## src/rtl/vu_meter_pkg.sv

```systemverilog
// Shared constants and the log-segment level function for the VU meter.
// Each display segment covers STEP bits of sample magnitude, so level grows
// with the position of the magnitude's leading one.
package vu_meter_pkg;

    localparam int DEF_SAMPLE_W      = 24;
    localparam int DEF_N_LEDS        = 8;
    localparam int DEF_STEP          = 3;
    localparam int DEF_CHANNELS      = 2;
    localparam int DEF_HOLD_SAMPLES  = 16;
    localparam int DEF_DECAY_SAMPLES = 4;

    // Level of a non-negative magnitude: 0 for silence, otherwise the
    // leading-one position divided into STEP-bit segments, clamped to n_leds.
    function automatic int vu_level(input logic [63:0] mag, input int step, input int n_leds);
        int msb;
        int lvl;
        msb = 0;
        for (int i = 0; i < 64; i++) begin
            if (mag[i]) msb = i;
        end
        if (mag == 64'd0) begin
            lvl = 0;
        end else begin
            lvl = msb / step + 1;
            if (lvl > n_leds) lvl = n_leds;
        end
        return lvl;
    endfunction

endpackage

```

## src/rtl/vu_meter_if.sv

```systemverilog
// Per-channel link between the meter top and one vu_channel.
// Handshake: sample_valid is a one-cycle strobe with no back-pressure (no
// ready); the channel accepts every strobed sample on the edge that sees it.
// bar, peak and clip are registered channel state, meaningful every cycle.
interface vu_meter_if #(
    parameter int SAMPLE_W = vu_meter_pkg::DEF_SAMPLE_W,
    parameter int LVL_W    = 4
);
    logic                sample_valid;
    logic [SAMPLE_W-1:0] sample;
    logic                clip_clear;
    logic [LVL_W-1:0]    bar;
    logic [LVL_W-1:0]    peak;
    logic                clip;

    modport master (
        output sample_valid, sample, clip_clear,
        input  bar, peak, clip
    );

    modport slave (
        input  sample_valid, sample, clip_clear,
        output bar, peak, clip
    );
endinterface

```

## src/rtl/vu_channel.sv

```systemverilog
// One metered channel: magnitude, level, bar attack/decay, peak hold and
// sticky clip flag. Stage 1 registers the level; stage 2 updates bar/peak.
module vu_channel
    import vu_meter_pkg::*;
#(
    parameter int SAMPLE_W      = DEF_SAMPLE_W,
    parameter int N_LEDS        = DEF_N_LEDS,
    parameter int STEP          = DEF_STEP,
    parameter int HOLD_SAMPLES  = DEF_HOLD_SAMPLES,
    parameter int DECAY_SAMPLES = DEF_DECAY_SAMPLES,
    parameter int LVL_W         = $clog2(N_LEDS + 1)
) (
    input  logic       clock,
    input  logic       resetn,
    vu_meter_if.slave  bus
);

    localparam int HOLD_W = (HOLD_SAMPLES > 0) ? $clog2(HOLD_SAMPLES + 1) : 1;
    localparam int DCNT_W = (DECAY_SAMPLES > 1) ? $clog2(DECAY_SAMPLES) : 1;

    localparam logic [SAMPLE_W-1:0] MAG_MAX   = {1'b0, {(SAMPLE_W-1){1'b1}}};
    localparam logic [SAMPLE_W-1:0] MOST_NEG  = {1'b1, {(SAMPLE_W-1){1'b0}}};
    localparam logic [HOLD_W-1:0]   HOLD_LOAD = HOLD_W'(HOLD_SAMPLES);
    localparam logic [HOLD_W-1:0]   HOLD_ONE  = HOLD_W'(1);
    localparam logic [DCNT_W-1:0]   DCNT_LAST = DCNT_W'(DECAY_SAMPLES - 1);
    localparam logic [DCNT_W-1:0]   DCNT_ONE  = DCNT_W'(1);
    localparam logic [LVL_W-1:0]    LVL_ONE   = LVL_W'(1);

    logic [SAMPLE_W-1:0] mag;
    logic [LVL_W-1:0]    level_in;
    logic                full_scale;

    logic                v1_q;
    logic [LVL_W-1:0]    lvl_q;
    logic                clip_q;

    logic [LVL_W-1:0]    bar_q, bar_n;
    logic [LVL_W-1:0]    peak_q, peak_n, peak_dec;
    logic [HOLD_W-1:0]   hold_q, hold_n;
    logic [DCNT_W-1:0]   dcnt_q, dcnt_n;
    logic                attack;
    logic                decay_tick;

    // Magnitude with the most negative code saturated to the positive maximum.
    always_comb begin
        mag = bus.sample;
        if (bus.sample[SAMPLE_W-1]) begin
            if (bus.sample == MOST_NEG) mag = MAG_MAX;
            else                        mag = -bus.sample;
        end
        full_scale = (mag >= MAG_MAX);
        level_in   = LVL_W'(vu_level(64'(mag), STEP, N_LEDS));
    end

    // Stage 1: capture the level of a strobed sample and mark it for stage 2.
    always_ff @(posedge clock or negedge resetn) begin
        if (!resetn) begin
            v1_q  <= 1'b0;
            lvl_q <= '0;
        end else begin
            v1_q <= bus.sample_valid;
            if (bus.sample_valid) lvl_q <= level_in;
        end
    end

    // Sticky clip flag; a new full-scale sample beats a simultaneous clear.
    always_ff @(posedge clock or negedge resetn) begin
        if (!resetn) begin
            clip_q <= 1'b0;
        end else if (bus.sample_valid && full_scale) begin
            clip_q <= 1'b1;
        end else if (bus.clip_clear) begin
            clip_q <= 1'b0;
        end
    end

    // Stage 2 next-state: attack beats the decay tick; peak holds, then
    // follows the bar's release ticks without dropping below the bar.
    always_comb begin
        attack     = (lvl_q > bar_q);
        decay_tick = !attack && (dcnt_q == DCNT_LAST);
        bar_n      = bar_q;
        dcnt_n     = dcnt_q;
        peak_n     = peak_q;
        hold_n     = hold_q;
        peak_dec   = peak_q - LVL_ONE;

        if (attack) begin
            bar_n  = lvl_q;
            dcnt_n = '0;
        end else if (decay_tick) begin
            if (bar_q != '0) bar_n = bar_q - LVL_ONE;
            dcnt_n = '0;
        end else begin
            dcnt_n = dcnt_q + DCNT_ONE;
        end

        if (lvl_q >= peak_q) begin
            peak_n = lvl_q;
            hold_n = HOLD_LOAD;
        end else if (hold_q != '0) begin
            hold_n = hold_q - HOLD_ONE;
        end else if (decay_tick) begin
            peak_n = (peak_dec > bar_n) ? peak_dec : bar_n;
        end
    end

    // Stage 2 state only moves on the edge after a strobed sample.
    always_ff @(posedge clock or negedge resetn) begin
        if (!resetn) begin
            bar_q  <= '0;
            peak_q <= '0;
            hold_q <= '0;
            dcnt_q <= '0;
        end else if (v1_q) begin
            bar_q  <= bar_n;
            peak_q <= peak_n;
            hold_q <= hold_n;
            dcnt_q <= dcnt_n;
        end
    end

    assign bus.bar  = bar_q;
    assign bus.peak = peak_q;
    assign bus.clip = clip_q;

endmodule

```

## src/rtl/vu_meter.sv

```systemverilog
// Multi-channel VU meter: one vu_channel per input channel, then a
// registered display stage that renders the selected channel as bar or dot
// with the held peak segment always lit.
module vu_meter
    import vu_meter_pkg::*;
#(
    parameter int SAMPLE_W      = DEF_SAMPLE_W,
    parameter int N_LEDS        = DEF_N_LEDS,
    parameter int STEP          = DEF_STEP,
    parameter int CHANNELS      = DEF_CHANNELS,
    parameter int HOLD_SAMPLES  = DEF_HOLD_SAMPLES,
    parameter int DECAY_SAMPLES = DEF_DECAY_SAMPLES
) (
    input  logic                                            clock,
    input  logic                                            resetn,
    input  logic                                            sample_valid,
    input  logic [CHANNELS*SAMPLE_W-1:0]                    samples,
    input  logic [((CHANNELS > 1) ? $clog2(CHANNELS) : 1)-1:0] chan_sel,
    input  logic                                            dot_mode,
    input  logic                                            clip_clear,
    output logic [N_LEDS-1:0]                               LEDR,
    output logic [CHANNELS-1:0]                             clip
);

    localparam int LVL_W = $clog2(N_LEDS + 1);

    logic [LVL_W-1:0]  bars  [CHANNELS];
    logic [LVL_W-1:0]  peaks [CHANNELS];
    logic [LVL_W-1:0]  sel_bar;
    logic [LVL_W-1:0]  sel_peak;
    logic [LVL_W-1:0]  seg;
    logic [N_LEDS-1:0] led_next;

    for (genvar g = 0; g < CHANNELS; g++) begin : g_ch
        vu_meter_if #(.SAMPLE_W(SAMPLE_W), .LVL_W(LVL_W)) ch_bus ();

        assign ch_bus.sample_valid = sample_valid;
        assign ch_bus.sample       = samples[g*SAMPLE_W +: SAMPLE_W];
        assign ch_bus.clip_clear   = clip_clear;

        vu_channel #(
            .SAMPLE_W      (SAMPLE_W),
            .N_LEDS        (N_LEDS),
            .STEP          (STEP),
            .HOLD_SAMPLES  (HOLD_SAMPLES),
            .DECAY_SAMPLES (DECAY_SAMPLES),
            .LVL_W         (LVL_W)
        ) u_chan (
            .clock  (clock),
            .resetn (resetn),
            .bus    (ch_bus)
        );

        assign bars[g]  = ch_bus.bar;
        assign peaks[g] = ch_bus.peak;
        assign clip[g]  = ch_bus.clip;
    end

    // Channel select; out-of-range selections fall back to channel 0.
    always_comb begin
        sel_bar  = bars[0];
        sel_peak = peaks[0];
        for (int c = 1; c < CHANNELS; c++) begin
            if (int'(chan_sel) == c) begin
                sel_bar  = bars[c];
                sel_peak = peaks[c];
            end
        end
    end

    // Segment i+1 is lit by the bar (all up to bar, or only bar in dot mode)
    // or by the peak marker.
    always_comb begin
        led_next = '0;
        seg      = '0;
        for (int i = 0; i < N_LEDS; i++) begin
            seg = LVL_W'(i + 1);
            if (dot_mode) led_next[i] = (sel_bar == seg);
            else          led_next[i] = (sel_bar >= seg);
            if (sel_peak == seg) led_next[i] = 1'b1;
        end
    end

    // Display register refreshes every cycle so select/mode changes show next edge.
    always_ff @(posedge clock or negedge resetn) begin
        if (!resetn) LEDR <= '0;
        else         LEDR <= led_next;
    end

endmodule
```

## config.mk

```make
export PLATFORM = sky130hd
export DESIGN_NAME = vu_meter
export DESIGN_NICKNAME = d
export VERILOG_FILES = /design/src/rtl/vu_meter_pkg.sv /design/src/rtl/vu_meter_if.sv /design/src/rtl/vu_channel.sv /design/src/rtl/vu_meter.sv
export SDC_FILE = /design/constraint.sdc
export NUM_CORES = 1
export LEC_CHECK = 0
export BUFFER_PORTS_ARGS = -buffer_cell sky130_fd_sc_hd__buf_4
export CORE_MARGIN = 8
export CORE_UTILIZATION = 50
export DETAILED_ROUTE_END_ITERATION = 10
export PLACE_DENSITY = 0.69
export SETUP_SLACK_MARGIN = 0.3
export SYNTH_ARGS = -nofsm -noshare
export SYNTH_HDL_FRONTEND = slang
export SYNTH_HIERARCHICAL = 1
export SYNTH_SLANG_ARGS = --single-unit
```

## constraint.sdc

```tcl
create_clock -name clock -period 4.5 [get_ports clock]
set_input_delay 1.125 -clock clock [delete_from_list [all_inputs] [get_ports clock]]
set_output_delay 1.125 -clock clock [all_outputs]
set_load 0.02 [all_outputs]
```

==> impl_metrics.py, run 1 <==
metrics = {
    "grt": {
        "grt_pass1_vias": 7767,
        "antenna_found_initial": 0,
        "gr-total-overflow": 0,
        "grt_max_degree": 51,
        "grt_pass1_wl_mm": 36.0,
        "grt_usage_pct": 21.2,
    },
    "synthesis": {
        "synth_top_area_cell": "dfrtp_1",
        "ys_seq_elements": 50,
        "synthCells": 963,
        "synthTopCellsByArea": "dfrtp_1 (17%), ha_1 (7.0%), o21ai_0 (4.2%)",
        "async_flop_share_pct": 100,
        "synthesis.area_mm2": 0.00747,
        "yosys.area.top_type_share_pct": 16.8,
        "yosysWarnings": 6,
        "synth_edf_count": 0,
        "ys.flop_type": "dfrtp_1",
        "synth_fp_nets": 1059,
        "yosysUniqueCellTypes": 90,
        "syn_area_per_cell_um2": 7.76,
        "ys_seq_area_share_pct": 16.8,
    },
    "floorplanning": {
        "dieWidth_um": 138,
        "rows": 44,
        "fp.coreArea_mm2": 0.0146,
        "ios": 64,
        "fp.dieH_um": 138,
        "dieArea_mm2": 0.0191,
        "start_util_pct": 51.2,
    },
    "layout": {
        "fill_cells": 1183,
        "multiInputGateArea_mm2": 0.00615,
        "nets": 1280,
        "mostFrequentLayoutCells": "buf_4 (259), nor2_1 (80), nand2_1 (78), o21ai_0 (60), a21oi_1 (57)",
        "instances_no_fill": 1369,
        "drive_gt1_share_pct": 34.3,
        "layout_commonest_cell": "buf_4",
        "syn_to_final_growth_pct": 35.8,
        "seqCellArea_mm2": 0.00125,
        "fin_util_pct": 69.5,
        "n_antenna_cell": 0,
    },
    "placed_design": {
        "placed_cells": 1338,
        "detailedPlace.worstSlack_ps": -492,
        "dp_hpwl_mm": 16.3,
        "gp_congestion": 0.905,
        "io_buffers": 63,
    },
    "cts": {
        "cts.sinks": 50,
        "cts_max_level": 2,
        "insertion_delay_ps": 290,
        "cts_hold_buf": 0,
        "cts_tree": "done",
        "clk_pin_slew_ps": 70,
        "clockBufferDepth": 2,
        "cts-buffers-inserted": 5,
        "cts_root_buffer": "clkbuf_16",
    },
    "sta": {
        "setup_violations": 5,
        "fmax_ghz": 0.217,
        "drv_slew": 0,
        "fin_crit_ps": 4610,
        "rsz0062_at_grt": "true",
        "fin_tns_setup_ps": -338,
        "finalCritPeriodShare_pct": 103,
        "finalHoldViolCount": 0,
        "setup_ws_ps": -113,
        "relSlewSlack_pct": 47.5,
        "worst_slew_pin_slew_ps": 787,
        "skew_ps": 4.05,
    },
    "routing": {
        "drt-initial-drc-count": 467,
        "drc": 0,
        "antenna_left": 0,
        "totalWireLength_mm": 21.4,
        "vias": 8079,
        "viasPerCell": 5.90,
        "drtPass1Iterations": 5,
        "wire_per_inst_um": 15.7,
    },
    "setup_path": {
        "cp_common_cell": "ha_4",
        "worstPathArrival_ps": 4770,
        "path_buf_inv": 3,
        "crit_type": "primary input to register",
        "startpoint_type": "primary input",
        "rr_endpoint": "g_ch[0].u_chan/bus.peak[0]",
        "critPathRequiredTime_ps": 4660,
        "cpMaxStageDelayCell": "or4b_4",
        "crit_family": "compound AO/OA/AOI/OAI gates",
        "worstSetupStartpoint": "samples[1]",
        "crit_fanout": 4,
        "ff2ff_setup_slack_ps": 750,
        "timing.rr.start": "g_ch[0].u_chan/bus.bar[2]",
        "r2r_cells": 18,
        "max_stage_delay_ps": 500,
        "critPathCapture": "g_ch[0].u_chan/lvl_q[2]",
        "critPathCaptureType": "register",
        "crit_cells": 20,
        "path_cells": "buf_8 > inv_4 > ha_4 > or4b_4 > buf_6 > o41ai_4 > a211oi_2 > nand4bb_4 > a41o_1 > a211o_1 > nand3_2 > ha_4 > a21o_1 > a21o_1 > o221ai_2 > o211ai_1 > or2_1 > ha_4 > xnor2_2 > o22ai_1",
    },
    "pwr": {
        "power_density_mw_per_mm2": 378,
        "leakage_nw": 4.39,
        "max-vdd-ir-drop_mv": 0.296,
        "power_mw": 3.83,
    },
    "hold_path": {
        "hold_depth": 2,
        "min_path_type": "register to register",
    },
    "flow_run": {
        "cap_violations": 0,
    },
    "run_status": {
        "status": "finished, violations left",
        "violations": "negative setup slack",
    },
}
==> cell type report <==
cell class | instances | area share, %
multi-input cells | 798 | 60.6
repair buffers | 272 | 20.9
flip-flops and latches | 50 | 12.3
well taps | 184 | 2.27
inverters | 57 | 2.21
clock buffers | 5 | 1.23
clock inverters | 3 | 0.395
==> cell families after synthesis <==
| family | count (synthesis) | share of synthesized area [%] |
|---|---|---|
| xor gates and xnor gates | 62 | 7.47 |
| buffers and inverters | 115 | 7.15 |
| AOI/OAI and AO/OA | 291 | 28.8 |
| adders and majority gates | 42 | 7.04 |
| and+or+nand+nor | 389 | 30.7 |
| DFF | 50 | 16.8 |
| muxes | 14 | 2.08 |
==> registers in the layout (all words and copies together), names as in the netlist <==
| signal | cells |
|---|---|
| g_ch.u_chan/lvl_q | 8 |
| g_ch.u_chan/hold_q | 10 |
| g_ch.u_chan/bus.bar | 8 |
| LEDR | 8 |
| g_ch.u_chan/bus.clip | 2 |
| g_ch.u_chan/v1_q | 2 |
| g_ch.u_chan/bus.peak | 8 |
| g_ch.u_chan/dcnt_q | 4 |
==> worst reg2reg max path, cell delays in order (launching register included) <==
cell and delay, ps:
dfrtp_1 600, inv_1 150, ha_1 330, o21ai_0 80
nand2b_1 70, a21oi_1 140, a41o_1 340, nor2_1 70
a21oi_1 340, ha_1 310, nor2b_1 130, o21ai_0 150
nand2b_1 70, a21oi_1 140, a41o_1 230, nand2_1 80
o21ai_0 90, a21oi_1 60, a221oi_1 260
==> synthesized netlist by cell type (all sizes together) (7+ instances only) <==
library cell / count
nor4: 32
xnor2: 36
o21ai: 67
nand2b: 23
o41ai: 9
o32ai: 7
or3: 10
a31o: 10
dfrtp: 50
o22ai: 9
a221oi: 7
a21o: 13
inv: 57
o31ai: 13
a211oi: 14
nand4: 10
or2: 11
xor2: 26
a41o: 8
nand2: 89
a21oi: 58
nand3: 31
nor2: 80
o211ai: 10
or4: 11
buf: 30
clkbuf: 28
nor2b: 19
a31oi: 12
ha: 42
mux2i: 8
nor3: 38
a211o: 7
==> through the flow <==
| step | instance area, µm² | hold slack [ps] |
|---|---|---|
| 2_1_floorplan | 7690 | 493 |
| 6_report | 10100 | 531 |
| 4_1_cts | 9920 | 536 |
| 5_1_grt | 10100 | 557 |
| 3_3_place_gp | 9460 | 512 |
| 3_5_place_dp | 9460 | 525 |
==> timing repair <==
action / CTS / global route
setup endpoints to repair: 7 / 10
setup buffers: 14 / 9
resized for setup: 38 / 28
pin swaps: 20 / 34
==> layer usage <==
| layer | vias up | share of wire (%) | global-route usage, % |
|---|---|---|---|
| met5 | - | 0 | 0 |
| met4 | 0 | 1.3 | 4.98 |
| met3 | 24 | 4.0 | 1.92 |
| met2 | 214 | 49 | 36.2 |
| met1 | 3798 | 46 | 28.3 |
| li1 | 4043 | - | - |
==> power breakdown <==
| group | switching [mW] | internal [mW] |
|---|---|---|
| registers | 0.231 | 0.626 |
| clock network | 0.163 | 0.260 |
| logic | 1.39 | 1.16 |
| total | 1.79 | 2.04 |
==> worst min-delay path by stage <==
stage	slack, ps	end	start
final	530	g_ch[1].u_chan/dcnt_q[1]	g_ch[1].u_chan/dcnt_q[1]
after global routing	560	g_ch[1].u_chan/hold_q[4]	g_ch[1].u_chan/hold_q[4]
after CTS	540	g_ch[1].u_chan/dcnt_q[1]	g_ch[1].u_chan/dcnt_q[1]
after detailed placement	530	g_ch[1].u_chan/dcnt_q[1]	g_ch[1].u_chan/dcnt_q[1]
after global placement	510	g_ch[1].u_chan/bus.clip	g_ch[1].u_chan/bus.clip
after floorplan	490	g_ch[0].u_chan/hold_q[4]	g_ch[0].u_chan/hold_q[4]
No activity file was read; power rests on OpenSTA's default activity.
==> run 2: changes to the inputs <==
Settings changed: CELL_PAD_IN_SITES_DETAIL_PLACEMENT set to 1, CELL_PAD_IN_SITES_GLOBAL_PLACEMENT set to 2, CORE_UTILIZATION 50 to 37, PLACE_DENSITY 0.69 to unset, PLACE_DENSITY_LB_ADDON set to 0.1.
==> run 2 against run 1 <==
  * The run still ends with negative setup slack left
  * Critical path type unchanged
  * Core utilization decreased by 16 points
  * Final area grew 5.4%
  * Critical endpoint is now g_ch[0].u_chan/lvl_q[0]
  * Largest cell class unchanged
  * Setup slack worse by 100 ps
  * Via count grew 2.5%
  * Sequential share of layout area fell by 0.61 points
==> impl_metrics.py, run 2 (synthesis results as in run 1) <==
metrics = {
    "sta": {
        "finalHoldViolCount": 0,
        "setup_violations": 5,
        "hold_ws_ps": 526,
        "skew_ps": 6.92,
        "finalCritPeriodShare_pct": 105,
        "setup_ws_ps": -217,
        "rsz0062_at_grt": "true",
        "relSlewSlack_pct": 42.8,
        "fmax_ghz": 0.212,
        "drv_slew": 0,
        "fin_crit_ps": 4720,
        "worst_slew_pin_slew_ps": 858,
    },
    "routing": {
        "antenna_left": 0,
        "totalWireLength_mm": 26.6,
        "drt-initial-drc-count": 405,
        "vias": 8284,
        "drc": 0,
        "viasPerCell": 5.54,
        "wire_per_inst_um": 17.8,
        "drtPass1Iterations": 4,
    },
    "layout": {
        "mostFrequentLayoutCells": "buf_4 (293), nor2_1 (80), nand2_1 (77), o21ai_0 (59), a21oi_1 (56)",
        "nets": 1320,
        "layout_commonest_cell": "buf_4",
        "top_register": "g_ch.u_chan/hold_q",
        "largest_reg_flops": 10,
        "syn_to_final_growth_pct": 43.1,
        "drive_gt1_share_pct": 37.4,
        "fill_cells": 2529,
        "design_area_mm2": 0.0107,
        "n_antenna_cell": 0,
    },
    "grt": {
        "antenna_found_initial": 0,
        "gr-total-overflow": 0,
        "grt_usage_pct": 20.8,
        "grt_max_degree": 51,
        "grt_pass1_wl_mm": 43.0,
        "grt_pass1_vias": 8570,
    },
    "pwr": {
        "power_density_mw_per_mm2": 373,
        "leakage_nw": 4.61,
        "max-vdd-ir-drop_mv": 0.246,
    },
    "cts": {
        "cts_tree": "done",
        "cts_root_buffer": "clkbuf_16",
        "clockBufferDepth": 2,
        "cts-buffers-inserted": 5,
        "cts_max_level": 2,
        "cts.sinks": 50,
        "cts_hold_buf": 0,
        "insertion_delay_ps": 290,
        "clk_pin_slew_ps": 60,
    },
    "setup_path": {
        "path_cells": "buf_8 > inv_4 > ha_4 > or4b_4 > buf_12 > buf_8 > nor4_4 > buf_4 > a21oi_1 > a311o_1 > a211oi_4 > inv_2 > ha_4 > a21o_1 > a2bb2oi_2 > o211ai_1 > buf_4 > buf_4 > buf_4 > buf_4 > o32ai_2",
        "critPathRequiredTime_ps": 4700,
        "r2r_cells": 18,
        "cpMaxStageDelayCell": "or4b_4",
        "max_stage_delay_ps": 500,
        "crit_family": "compound AO/OA/AOI/OAI gates",
        "cp_common_cell": "buf_4",
        "crit_fanout": 4,
        "worstPathArrival_ps": 4910,
        "critPathCaptureType": "register",
        "crit_cells": 21,
        "startpoint_type": "primary input",
        "path_buf_inv": 10,
        "crit_type": "primary input to register",
    },
    "placed_design": {
        "gp_congestion": 0.837,
        "post_dp_cell_area_mm2": 0.00967,
        "dp_hpwl_mm": 20.3,
        "detailedPlace.worstSlack_ps": -534,
        "io_buffers": 63,
    },
    "hold_path": {
        "min_path_type": "register to register",
        "hold_depth": 2,
    },
    "floorplanning": {
        "dieArea_mm2": 0.0250,
        "dieWidth_um": 158,
        "fp.coreArea_mm2": 0.0200,
        "rows": 52,
        "start_util_pct": 37.3,
        "fp.dieH_um": 158,
        "ios": 64,
    },
    "flow_run": {
        "cap_violations": 0,
    },
    "run_status": {
        "status": "finished, violations left",
        "violations": "negative setup slack",
    },
}
[run 2: changes by cell type in the layout (fill, tap and decap cells not counted), moves of 3 or more]
cell     change
buf_4       +34
buf_6        +4
nand2_2      +3
o31ai_1      -4
o31ai_2      +4
[run 2: where the power goes]
part | switching [mW] | leakage, nW | internal [mW]
Sequential | 0.256 | 0.617 | 0.628
Combinational | 1.48 | 3.91 | 1.19
Clock | 0.162 | 0.0829 | 0.274
[run 2: worst reg2reg max path, stage by stage (launching register included)]
cell,delay (ps)
dfrtp_1,650
inv_1,160
ha_1,340
o21ai_0,80
nand2b_1,70
a21oi_1,150
a41o_1,330
nor2_1,80
a21oi_1,280
ha_1,300
nor2b_1,130
o21ai_0,150
nand2b_1,80
a21oi_1,150
a41o_1,250
nor2_1,60
a21oi_1,160
a21oi_1,100
o21ai_0,200
[run 2: timing repair]
action	4_1_cts	5_1_grt
endpoints found under the setup margin	8	15
setup buffers	27	22
hold endpoints to repair	0	0
pin swaps	22	18
resized for setup	53	36
[run 2: area by class of cell]
cell class                 instances  area, µm²  area share [%]
clock buffer                       6        139            1.30
sequential                        50       1250            11.7
inverter                          57        224            2.10
tap                              270        338            3.16
timing repair buffer             312       2460            23.0
clock inverter                     1       30.0           0.281
multi-input combinational        798       6250            58.4
[run 2: final timing paths]
check	slack, ps	endpoint	from
max	-220	g_ch[0].u_chan/lvl_q[0]	samples[0]
min	530	g_ch[1].u_chan/bus.clip	g_ch[1].u_chan/bus.clip
max reg2reg	690	g_ch[1].u_chan/bus.peak[2]	g_ch[1].u_chan/bus.bar[2]
min reg2reg	530	g_ch[1].u_chan/bus.clip	g_ch[1].u_chan/bus.clip
max in group asynchronous	3160	g_ch[0].u_chan/bus.bar[1]	resetn
min in group asynchronous	860	g_ch[1].u_chan/hold_q[4]	resetn
[run 2: through the flow]
| stage | util [%] | std cells | setup TNS, ps | power [mW] |
|---|---|---|---|---|
| after floorplan | - | 963 | -711 | 2.61 |
| after global placement | 48.2 | 1438 | -2090 | 3.32 |
| after detailed placement | 48.2 | 1438 | -2500 | 3.40 |
| after CTS | 51.6 | 1472 | -231 | 3.95 |
| after global routing | 53.3 | 1494 | -1370 | 4.40 |
| final | 53.3 | 1494 | -896 | 3.99 |
[run 2: per-layer routing]
metal	vias up	part of all wire, %	wire length, µm	global-route usage [%]
met4	0	0.88	235	3.14
met3	16	2.0	526	1.42
met2	106	49	13000	36.5
met1	4042	48	12900	28.0
li1	4120	-	-	-
met5	-	0	0	0
==> run 3: changes to the inputs <==
Settings changed: CORE_ASPECT_RATIO set to 0.5.
==> run 3 against run 2 <==
  * The run still ends with negative setup slack left
  * Routed wire length barely moved
  * Combinational power down 2%
  * Non-clock buffer count down 19
  * Power fell by 2.8%
  * Clock power shrank 13%
  * Setup slack better by 75 ps
  * Cell count decreased by 1.5%
  * Largest cell class unchanged
  * Largest power group unchanged
==> impl_metrics.py, run 3 (synthesis results as in run 1) <==
metrics = {
    "setup_path": {
        "worstPathArrival_ps": 4810,
        "crit_type": "primary input to register",
        "critPathCaptureType": "register",
        "crit_fanout": 3,
        "timing.rr.start": "g_ch[0].u_chan/bus.bar[1]",
        "path_cells": "buf_8 > inv_4 > ha_4 > or4b_4 > buf_6 > o41ai_4 > buf_4 > buf_6 > a21oi_2 > a211o_1 > a311o_1 > a211oi_4 > inv_2 > ha_4 > a21o_1 > a2bb2oi_2 > o211ai_1 > or2_1 > ha_2 > xnor2_2 > o22ai_1",
        "critPathRequiredTime_ps": 4670,
        "max_stage_delay_ps": 480,
        "rr_endpoint": "g_ch[0].u_chan/bus.peak[0]",
        "path_buf_inv": 6,
        "crit_cells": 21,
        "crit_family": "compound AO/OA/AOI/OAI gates",
        "cpMaxStageDelayCell": "or4b_4",
        "ff2ff_setup_slack_ps": 670,
        "startpoint_type": "primary input",
        "r2r_cells": 19,
    },
    "pwr": {
        "comb_power_share_pct": 67.3,
        "power_mw": 3.88,
        "power.internal_mw": 2.00,
        "max-vdd-ir-drop_mv": 0.244,
        "p_seq_share_pct": 22.9,
        "leakage_nw": 4.50,
        "pwr-share-clk_pct": 9.8,
        "power_density_mw_per_mm2": 371,
        "p_sw_mw": 1.87,
        "swShare_pct": 48.4,
    },
    "cts": {
        "cts_hold_buf": 0,
        "clk_pin_slew_ps": 70,
        "cts-buffers-inserted": 5,
        "cts_tree": "done",
        "insertion_delay_ps": 300,
        "clockBufferDepth": 2,
        "cts_root_buffer": "clkbuf_16",
        "cts.sinks": 50,
        "cts_max_level": 2,
    },
    "layout": {
        "drive_gt1_share_pct": 36.3,
        "fill_cells": 2395,
        "nets": 1301,
        "mostFrequentLayoutCells": "buf_4 (275), nor2_1 (80), nand2_1 (80), o21ai_0 (57), a21oi_1 (55)",
        "n_antenna_cell": 0,
        "fin_util_pct": 53.2,
        "layout_commonest_cell": "buf_4",
        "syn_to_final_growth_pct": 39.8,
        "largest_reg_flops": 10,
        "multiInputGateArea_mm2": 0.00619,
        "top_register": "g_ch.u_chan/hold_q",
        "seqCellArea_mm2": 0.00125,
    },
    "sta": {
        "finalHoldViolCount": 0,
        "rsz0062_at_grt": "true",
        "worst_slew_pin_slew_ps": 880,
        "finalCritPeriodShare_pct": 103,
        "relSlewSlack_pct": 41.3,
        "drv_slew": 0,
        "fmax_ghz": 0.215,
        "setup_violations": 4,
        "fin_crit_ps": 4640,
        "hold_ws_ps": 535,
        "setup_ws_ps": -142,
        "skew_ps": 13.8,
    },
    "hold_path": {
        "hold_depth": 2,
        "holdCritStartpoint": "g_ch[0].u_chan/bus.clip",
        "whs_endpoint": "g_ch[0].u_chan/bus.clip",
        "min_path_type": "register to register",
    },
    "routing": {
        "drtPass1Iterations": 4,
        "wire_per_inst_um": 18.1,
        "vias": 8288,
        "antenna_left": 0,
        "totalWireLength_mm": 26.6,
        "drt-initial-drc-count": 413,
        "drc": 0,
        "viasPerCell": 5.63,
    },
    "floorplanning": {
        "fp.coreArea_mm2": 0.0196,
        "dieArea_mm2": 0.0253,
        "dieWidth_um": 217,
        "ios": 64,
        "fp.dieH_um": 116,
        "rows": 36,
        "start_util_pct": 38.0,
    },
    "flow_run": {
        "cap_violations": 0,
    },
    "grt": {
        "grt_pass1_vias": 8837,
        "grt_max_degree": 51,
        "grt_usage_pct": 20.5,
        "antenna_found_initial": 0,
        "grt_pass1_wl_mm": 43.6,
        "gr-total-overflow": 0,
    },
    "placed_design": {
        "dp_hpwl_mm": 21.1,
        "io_buffers": 63,
        "gp_congestion": 0.882,
    },
    "run_status": {
        "status": "finished, violations left",
        "violations": "negative setup slack",
    },
}
[run 3: cell count changes in the layout (fill, tap and decap cells not counted), sizes merged]
cell and delta:
clkinv +1, inv +1, buf -19, bufinv -1, clkbuf -1
[run 3: power groups by stage]
stage	Combinational, mW	Clock [mW]	Sequential [mW]
3_3_place_gp	2.38	0	0.880
5_1_grt	2.94	0.414	0.917
3_5_place_dp	2.51	0	0.892
6_report	2.61	0.380	0.887
2_1_floorplan	1.78	0	0.826
4_1_cts	2.57	0.398	0.885
[run 3: final cells by class]
cell class	instances	share of cell area (%)
repair buffers	293	22.1
inverters	57	2.12
flip-flops and latches	50	12.0
clock inverters	2	0.132
clock buffers	5	1.20
well taps	266	3.19
multi-input cells	798	59.3
[run 3: how the worst max path moves through the flow]
stage	endpoint	slack, ps	startpoint
2_1_floorplan	g_ch[0].u_chan/lvl_q[2]	-190	samples[1]
3_3_place_gp	g_ch[1].u_chan/lvl_q[2]	-400	samples[24]
3_5_place_dp	g_ch[0].u_chan/lvl_q[2]	-570	samples[0]
4_1_cts	g_ch[0].u_chan/lvl_q[2]	-210	samples[1]
5_1_grt	g_ch[0].u_chan/lvl_q[2]	-250	samples[1]
6_report	g_ch[0].u_chan/lvl_q[2]	-140	samples[1]
[run 3: metal layers]
metal	GRT usage [%]	vias to the layer above	part of all wire (%)
li1	-	4083	-
met1	25.5	4086	47
met2	38.3	87	50
met3	1.78	32	1.6
met4	5.02	0	1.8
met5	0	-	0
[run 3: stage by stage]
stage | TNS (ps) | cells | area, µm² | worst slack (ps)
floorplan | -711 | 963 | 7690 | -190
global placement | -1800 | 1431 | 9670 | -396
detailed placement | -2810 | 1431 | 9670 | -566
CTS | -758 | 1457 | 10100 | -209
global route | -1050 | 1471 | 10400 | -248
finish | -402 | 1471 | 10400 | -142
[run 3: worst min-delay path: cells and delay by family (launching register included)]
family	cells	cell delay, ps
compound gates	1	70
buf+inv	1	50
flops	1	380
[run 3: repair_timing]
item                       CTS  global route
gates cloned                 0             0
setup endpoints to repair    7            12
pin swaps                   32            48
setup buffers               19            14
resized for setup           28            49
